### config.mk
export PLATFORM = sky130hd
export DESIGN_NAME = seq_mult_ctrl
export DESIGN_NICKNAME = d
export VERILOG_FILES = /design/src/rtl/seq_mult_ctrl.sv
export SDC_FILE = /design/constraint.sdc
export NUM_CORES = 1
export LEC_CHECK = 0
export ABC_AREA = 1
export CAP_MARGIN = 20
export CORE_MARGIN = 2
export CORE_UTILIZATION = 49
export CTS_BUF_LIST = sky130_fd_sc_hd__clkbuf_8
export CTS_CLUSTER_DIAMETER = 40
export DETAILED_ROUTE_END_ITERATION = 7
export GPL_TIMING_DRIVEN = 0
export PLACE_DENSITY = 0.85
export REMOVE_ABC_BUFFERS = 1
export SLEW_MARGIN = 20
export SYNTH_ARGS = -nofsm -noshare
export SYNTH_HDL_FRONTEND = slang
export SYNTH_SLANG_ARGS = --single-unit
### constraint.sdc
create_clock -name clk -period 2.45 [get_ports clk]
set_input_delay 0.245 -clock clk [delete_from_list [all_inputs] [get_ports clk]]
set_output_delay 0.245 -clock clk [all_outputs]
set_load 0.005 [all_outputs]
### src/rtl/seq_mult_ctrl.sv
// seq_mult_ctrl: control FSM for a 16-step shift-and-add multiplier datapath.
// It captures an operand pair, sequences the LOAD / RUN / CAPT / DONE phases,
// and registers the final product from the datapath accumulator.
// Optional feature macro: SEQ_MULT_ZERO_SKIP_EN. When defined, a zero operand
// reported in LOAD skips the RUN phase. When undefined, empty is ignored.
module seq_mult_ctrl #(
  parameter int unsigned WIDTH_M = 16,
  parameter int unsigned WIDTH_P = 32,
  parameter int unsigned WIDTH_C = 4
) (
  input  logic               clk,
  input  logic               reset,
  input  logic               start_valid,
  output logic               start_ready,
  input  logic [WIDTH_M-1:0] a_in,
  input  logic [WIDTH_M-1:0] b_in,
  output logic [WIDTH_M-1:0] dp_multiplier,
  output logic [WIDTH_M-1:0] dp_multiplicand,
  output logic               load_words,
  output logic               flush,
  output logic               add_shift,
  output logic               shift,
  input  logic               count_check,
  input  logic               empty,
  input  logic [WIDTH_P-1:0] product,
  output logic [WIDTH_P-1:0] result,
  output logic               result_valid,
  input  logic               result_ready,
  output logic               busy,
  output logic               seq_err
);

  typedef enum logic [2:0] {
    S_IDLE = 3'd0,
    S_LOAD = 3'd1,
    S_RUN  = 3'd2,
    S_CAPT = 3'd3,
    S_DONE = 3'd4
  } state_e;

  localparam logic [WIDTH_C-1:0] LAST_STEP = '1;

  state_e               state_q, state_d;
  logic [WIDTH_M-1:0]   opa_q, opa_d;
  logic [WIDTH_M-1:0]   opb_q, opb_d;
  logic [WIDTH_M-1:0]   mpl_q, mpl_d;
  logic [WIDTH_C-1:0]   cnt_q, cnt_d;
  logic [WIDTH_P-1:0]   result_q, result_d;
  logic                 seq_err_q, seq_err_d;
  logic                 start_ready_q, start_ready_d;
  logic                 busy_q, busy_d;
  logic                 load_words_q, load_words_d;
  logic                 flush_q, flush_d;
  logic                 add_shift_q, add_shift_d;
  logic                 shift_q, shift_d;
  logic                 result_valid_q, result_valid_d;
  logic                 last_step_c;

`ifndef SEQ_MULT_ZERO_SKIP_EN
  // empty has no effect without the zero-skip feature
  logic unused_empty_c;
  assign unused_empty_c = empty;
`endif

  assign last_step_c = (cnt_q == LAST_STEP);

  // Next-state, operand capture, step counting and registered-output decode
  always_comb begin
    state_d        = state_q;
    opa_d          = opa_q;
    opb_d          = opb_q;
    mpl_d          = mpl_q;
    cnt_d          = cnt_q;
    result_d       = result_q;
    seq_err_d      = seq_err_q;
    start_ready_d  = 1'b0;
    busy_d         = 1'b0;
    load_words_d   = 1'b0;
    flush_d        = 1'b0;
    add_shift_d    = 1'b0;
    shift_d        = 1'b0;
    result_valid_d = 1'b0;

    unique case (state_q)
      S_IDLE: begin
        if (start_valid && start_ready_q) begin
          opa_d   = a_in;
          opb_d   = b_in;
          mpl_d   = a_in;
          state_d = S_LOAD;
        end
      end
      S_LOAD: begin
        cnt_d   = '0;
        state_d = S_RUN;
`ifdef SEQ_MULT_ZERO_SKIP_EN
        if (empty) begin
          state_d = S_CAPT;
        end
`endif
      end
      S_RUN: begin
        // private multiplier copy exposes the next step's bit at its LSB
        mpl_d = mpl_q >> 1;
        cnt_d = cnt_q + WIDTH_C'(1);
        if (count_check != last_step_c) begin
          seq_err_d = 1'b1;
        end
        if (last_step_c) begin
          state_d = S_CAPT;
        end
      end
      S_CAPT: begin
        result_d = product;
        state_d  = S_DONE;
      end
      S_DONE: begin
        if (result_valid_q && result_ready) begin
          state_d = S_IDLE;
        end
      end
      default: begin
        state_d = S_IDLE;
      end
    endcase

    // Outputs are decoded from the upcoming state so they line up with it
    start_ready_d  = (state_d == S_IDLE);
    busy_d         = (state_d != S_IDLE);
    load_words_d   = (state_d == S_LOAD);
    flush_d        = (state_d == S_LOAD);
    add_shift_d    = (state_d == S_RUN) &&  mpl_d[0];
    shift_d        = (state_d == S_RUN) && !mpl_d[0];
    // valid rises one cycle after DONE is entered and drops with the handshake
    result_valid_d = (state_q == S_DONE) && (state_d == S_DONE);
  end

  // State and output registers with synchronous active-low reset
  always_ff @(posedge clk) begin
    if (!reset) begin
      state_q        <= S_IDLE;
      opa_q          <= '0;
      opb_q          <= '0;
      mpl_q          <= '0;
      cnt_q          <= '0;
      result_q       <= '0;
      seq_err_q      <= 1'b0;
      start_ready_q  <= 1'b1;
      busy_q         <= 1'b0;
      load_words_q   <= 1'b0;
      flush_q        <= 1'b0;
      add_shift_q    <= 1'b0;
      shift_q        <= 1'b0;
      result_valid_q <= 1'b0;
    end else begin
      state_q        <= state_d;
      opa_q          <= opa_d;
      opb_q          <= opb_d;
      mpl_q          <= mpl_d;
      cnt_q          <= cnt_d;
      result_q       <= result_d;
      seq_err_q      <= seq_err_d;
      start_ready_q  <= start_ready_d;
      busy_q         <= busy_d;
      load_words_q   <= load_words_d;
      flush_q        <= flush_d;
      add_shift_q    <= add_shift_d;
      shift_q        <= shift_d;
      result_valid_q <= result_valid_d;
    end
  end

  assign start_ready     = start_ready_q;
  assign busy            = busy_q;
  assign dp_multiplier   = opa_q;
  assign dp_multiplicand = opb_q;
  assign load_words      = load_words_q;
  assign flush           = flush_q;
  assign add_shift       = add_shift_q;
  assign shift           = shift_q;
  assign result          = result_q;
  assign result_valid    = result_valid_q;
  assign seq_err         = seq_err_q;

endmodule

After elaboration in Yosys (flattened, before gate mapping)
Cells that the tools add are included.

word-level totals
  logic and storage cells = 46
  bits in read-only memories = 0
  memory bits (writable) = 0
  memories = 0
  bits in registers = 94
  latch bits = 0
  output and inout port bits = 72

operators by class
  div/mod/pow operators = 0
  shifts and indexed selects = 0
  reduce and logical (&&, ||, !) cells = 14
  $mul = 0
  mux-type cells = 7
  eq/ne operators = 10
  order comparisons = 0
  bitwise gates (word level) = 0
  add/subtract/negate cells = 1

operators by type and width
  cell                 count
  $pmux 16 s2          1
  $mux 16              1
  $pmux 3 s5           1
  $eq 3x2->1 const B   3
  $mux 3               3
  $pmux 4 s2           1
  $eq 3x1->1 const B   2
  $eq 3x3->1 const B   2
  $logic_not 3->1      2
  $reduce_and 2->1     3
  $logic_and 1x1->1    5
  $add 4x1->4 const B  1
  $eq 4x4->1 const B   1
  $reduce_bool 2->1    2
  $reduce_bool 3->1    1
  $ne 2x2->1 const B   1
  $logic_not 1->1      1
  $ne 1x1->1           1

Longest topological paths before layout
  word-level depth = 5
  gate-level depth with buffers = 9
  mapped depth without buffers = 7

Worst setup path after synthesis
OpenSTA, ideal clock, no wires.

  path type = register -> register
  start point = reg start_ready_q, in the netlist start_ready
  end point = reg mpl_q[11]
  slack = 1198 ps
  path buffers = 2
  stages on the path, launching flop included = 10
  data arrival time = 1124 ps
  required time = 2322 ps
  clock period less this slack = 1252 ps
  path through = dfxtp_1 buf_2 nand2_2 inv_2 nand2_1 nand2_2 buf_6 nor2_1 nor2_1 nor2_1

between the ends
  word-level cells in the longest chain between the ends = 3

RTL lines
  what                        line  RTL
  from (decl)                 50    logic start_ready_q, start_ready_d;
  from (signal assigned)      163   start_ready_q <= start_ready_d;
  $logic_and 1x1->1           86    if (start_valid && start_ready_q) begin
  $ne 2x2->1 (no line)        --
  $reduce_and 2->1 (no line)  --
  to (signal assigned)        159   mpl_q <= mpl_d;
  to (decl)                   46    logic [WIDTH_M-1:0] mpl_q, mpl_d;

No other way between the ends.
A chain may end at the register's enable or synchronous reset.

Worst setup path in the final report
  start point = reg start_ready_q, in the netlist start_ready
  end point = out start_ready

RTL lines
  what       line  RTL
  to (decl)  14    output logic start_ready,

No word-level cell between the ends.

==> results.yml <==
status:
  outcome: "finished, final reports clean"
detailed_routing:
  ant_nets: 0
  post_drt_wl_per_cell_um: 13.83
  wl_um: 9985
  avgViaCountPerCell: 5.082
  vias: 3669
  firstDrtPassIters: 4
  post-route-drc-count: 0
  first_iter_violations: 187
yosys:
  ys_seq_area_frac: 0.5091
  yosys_warnings: 0
  synthFlopType: "dfxtp_1"
  synth-seq-cells: 94
  ys_types: 24
  ys_async_sr_fraction: 0
  synth_edf_count: 0
  avgSynthCellArea_um2: 7.437
  syn_inst: 497
  synth_area_um2: 3696
timing:
  fin_worst_skew_ns: 0.01222
  min_period_over_period: 0.8016
  holdWs_ns: 0.1681
  tightest_slew_ns: 0.6976
  max-slew-margin-rel: 0.5345
  fmax_ghz: 0.5092
  setup_viol: 0
  slew_viol_final: 0
  setup_ws_ns: 0.4860
  hold_viol_final: 0
  min_period_ns: 1.964
  grt_setup_unrepaired: "false"
place:
  pre_cts_ws_ns: 0.07197
  hpwl_um: 6759
  gp_congestion: 0.7976
  portBuffers: 140
worst_setup_path:
  path_class: "flop to output pin"
  critPathTopFamily: "flip-flops"
  setup.worst_path.start_class: "flop"
  reg2reg_depth: 5
  slowest_delay_ns: 0.72
  cp.required_ns: 2.20
  critical_path_arrival_ns: 1.72
  crit_cells: 1
  worst-path-buf-inv: 1
  cp_slowest_cell: "dfxtp_1"
  crit_path_end_kind: "output pin"
  worstPathMaxFanout: 17
  setup.reg_to_reg.worst_slack_ns: 0.56
  path_cells: "clkdlybuf4s50_1"
flow_run:
  max_cap_viol_count: 0
hold_path:
  holdCritPathClass: "input port to flop"
  worstHoldPathCells: 2
grt:
  grt_overflow: 0
  grt_pass1_vias: 3463
  grt_start_max_net_pins: 47
  grtUsageTotal: 0.2430
  grt_first_pass_wirelength_um: 16250
  antenna_found_initial: 0
finish:
  layout-drive-gt1-share: 0.04976
  syn_to_final_growth_pct: 41.64
  final_nets: 689
  fin_util: 0.7179
  fill_cells: 582
  diodes: 0
clock_network:
  cts.sinks: 94
  cts_root_buf: "clkbuf_8"
  cts_tree: "yes"
  clockBufferDepth: 2
  cts_made_buffers: 9
  path_clk_slew_ns: 0.09
  htreeDepth: 3
  insertion_delay_ns: 0.37
pwr:
  clock_power_share: 0.296
  power_density_nw_per_um2: 635.5
  switching_power_mw: 0.9713
  combPwrFrac: 0.189
  irDropWorstVdd_uv: 362.0
  p_seq_frac: 0.515
  intPower_mw: 2.356
  swShare: 0.2919
  cellLeakagePower_nw: 2.112
die:
  core-area_um2: 7292
  start_util: 0.5069
  dieHeight_um: 90.85
  dieArea_um2: 8254
  rows: 31
  num_io_pins: 142
  die_w_um: 90.85
==> Yosys cell counts (2+ instances only) <==
cell type / n / area [µm²]
dfxtp_1: 94 / 1882
inv_1: 25 / 93.84
nand2_4: 2 / 22.52
o21ai_1: 16 / 80.08
nand2_2: 2 / 12.51
nand2_1: 59 / 221.5
nor2_1: 149 / 559.3
a21oi_1: 23 / 115.1
buf_1: 3 / 11.26
nand3_1: 36 / 180.2
buf_2: 8 / 40.04
inv_2: 2 / 7.510
o21ai_0: 49 / 245.2
clkbuf_1: 9 / 33.78
nor2_4: 2 / 22.52
clkbuf_2: 2 / 10.01
buf_6: 7 / 78.83
buf_4: 3 / 22.52
==> power by group through the flow <==
| stage | combinational, mW | sequential [mW] | clock [mW] |
|---|---|---|---|
| after floorplan | 0.257 | 1.74 | 0 |
| after global placement | 0.613 | 1.74 | 0 |
| after detailed placement | 0.630 | 1.74 | 0 |
| after CTS | 0.635 | 1.71 | 1.00 |
| after global routing | 0.694 | 1.73 | 1.07 |
| final | 0.630 | 1.71 | 0.985 |
==> registers in the layout (all words and copies together) (netlist names) <==
signal	count
seq_err	1
add_shift	1
result_valid	1
start_ready	1
cnt_q	4
flush	1
state_q	3
shift	1
mpl_q	16
dp_multiplicand	16
busy	1
result	32
dp_multiplier	16
==> routing by layer <==
metal,vias up,track usage,part of all wire
li1,1824,-,-
met1,1696,0.2869,0.41
met2,129,0.3974,0.47
met3,20,0.08598,0.090
met4,0,0.1098,0.026
met5,-,0,0
==> per-stage QoR <==
stage | TNS [ns] | cells | total power, mW | instance area (µm²)
detailed placement | 0 | 705 | 2.375 | 5040
floorplan | 0 | 465 | 1.999 | 3500
finish | 0 | 722 | 3.327 | 5235
CTS | 0 | 721 | 3.348 | 5228
global placement | -31.90 | 704 | 2.352 | 5025
global route | 0 | 722 | 3.488 | 5235
==> final timing paths <==
kind / start / end
setup / recovery: start_ready / start_ready
hold / removal: reset / start_ready
setup reg to reg: state_q[1] / result[25]
hold reg to reg: seq_err / seq_err
==> area by class of cell <==
type                    count  area, µm²  share of cell area
well taps                  99      123.9             0.02366
flip-flops and latches     94       1883              0.3597
clock inverters             7      63.81             0.01219
inverters                  27      101.3             0.01936
repair buffers            141       1416              0.2706
multi-input cells         345       1523              0.2909
clock buffers               9      123.9             0.02366
==> what timing repair did <==
action / CTS / global route
buffers inserted: 0 / 0
resized for setup: 0 / 1
endpoints found under the setup margin: 0 / 33
hold endpoints to repair: 0 / 0
hold buffers: 0 / 0
==> cells by family (layout without fill, tap and decap cells) <==
family | after synthesis | after routing | synth area share
buffers and inverters | 59 | 184 | 0.08057
adder cells (fa/ha/maj) | 1 | 1 | 0.003385
flip-flops | 94 | 94 | 0.5091
AO/OA/AOI/OAI | 88 | 88 | 0.1192
AND/OR/NAND/NOR | 255 | 256 | 0.2877
==> placed cells by master, fill, tap and decap left out <==
cell / count
clkdlybuf4s50_1: 139
nor2_1: 149
nand2_2: 2
buf_12: 1
nand3_1: 36
inv_8: 1
clkinv_4: 4
inv_1: 24
clkbuf_8: 9
nand2_1: 59
inv_2: 3
dfxtp_1: 93
nor2_2: 2
inv_6: 2
o21ai_0: 49
nor3_1: 1
o21ai_1: 16
nor2_4: 2
a21oi_1: 23
nand3b_1: 1
ha_1: 1
dfxtp_2: 1
buf_2: 1
nor2_8: 1
nand2_4: 2
nand4_1: 1
No activity file was read; power rests on OpenSTA's default activity.
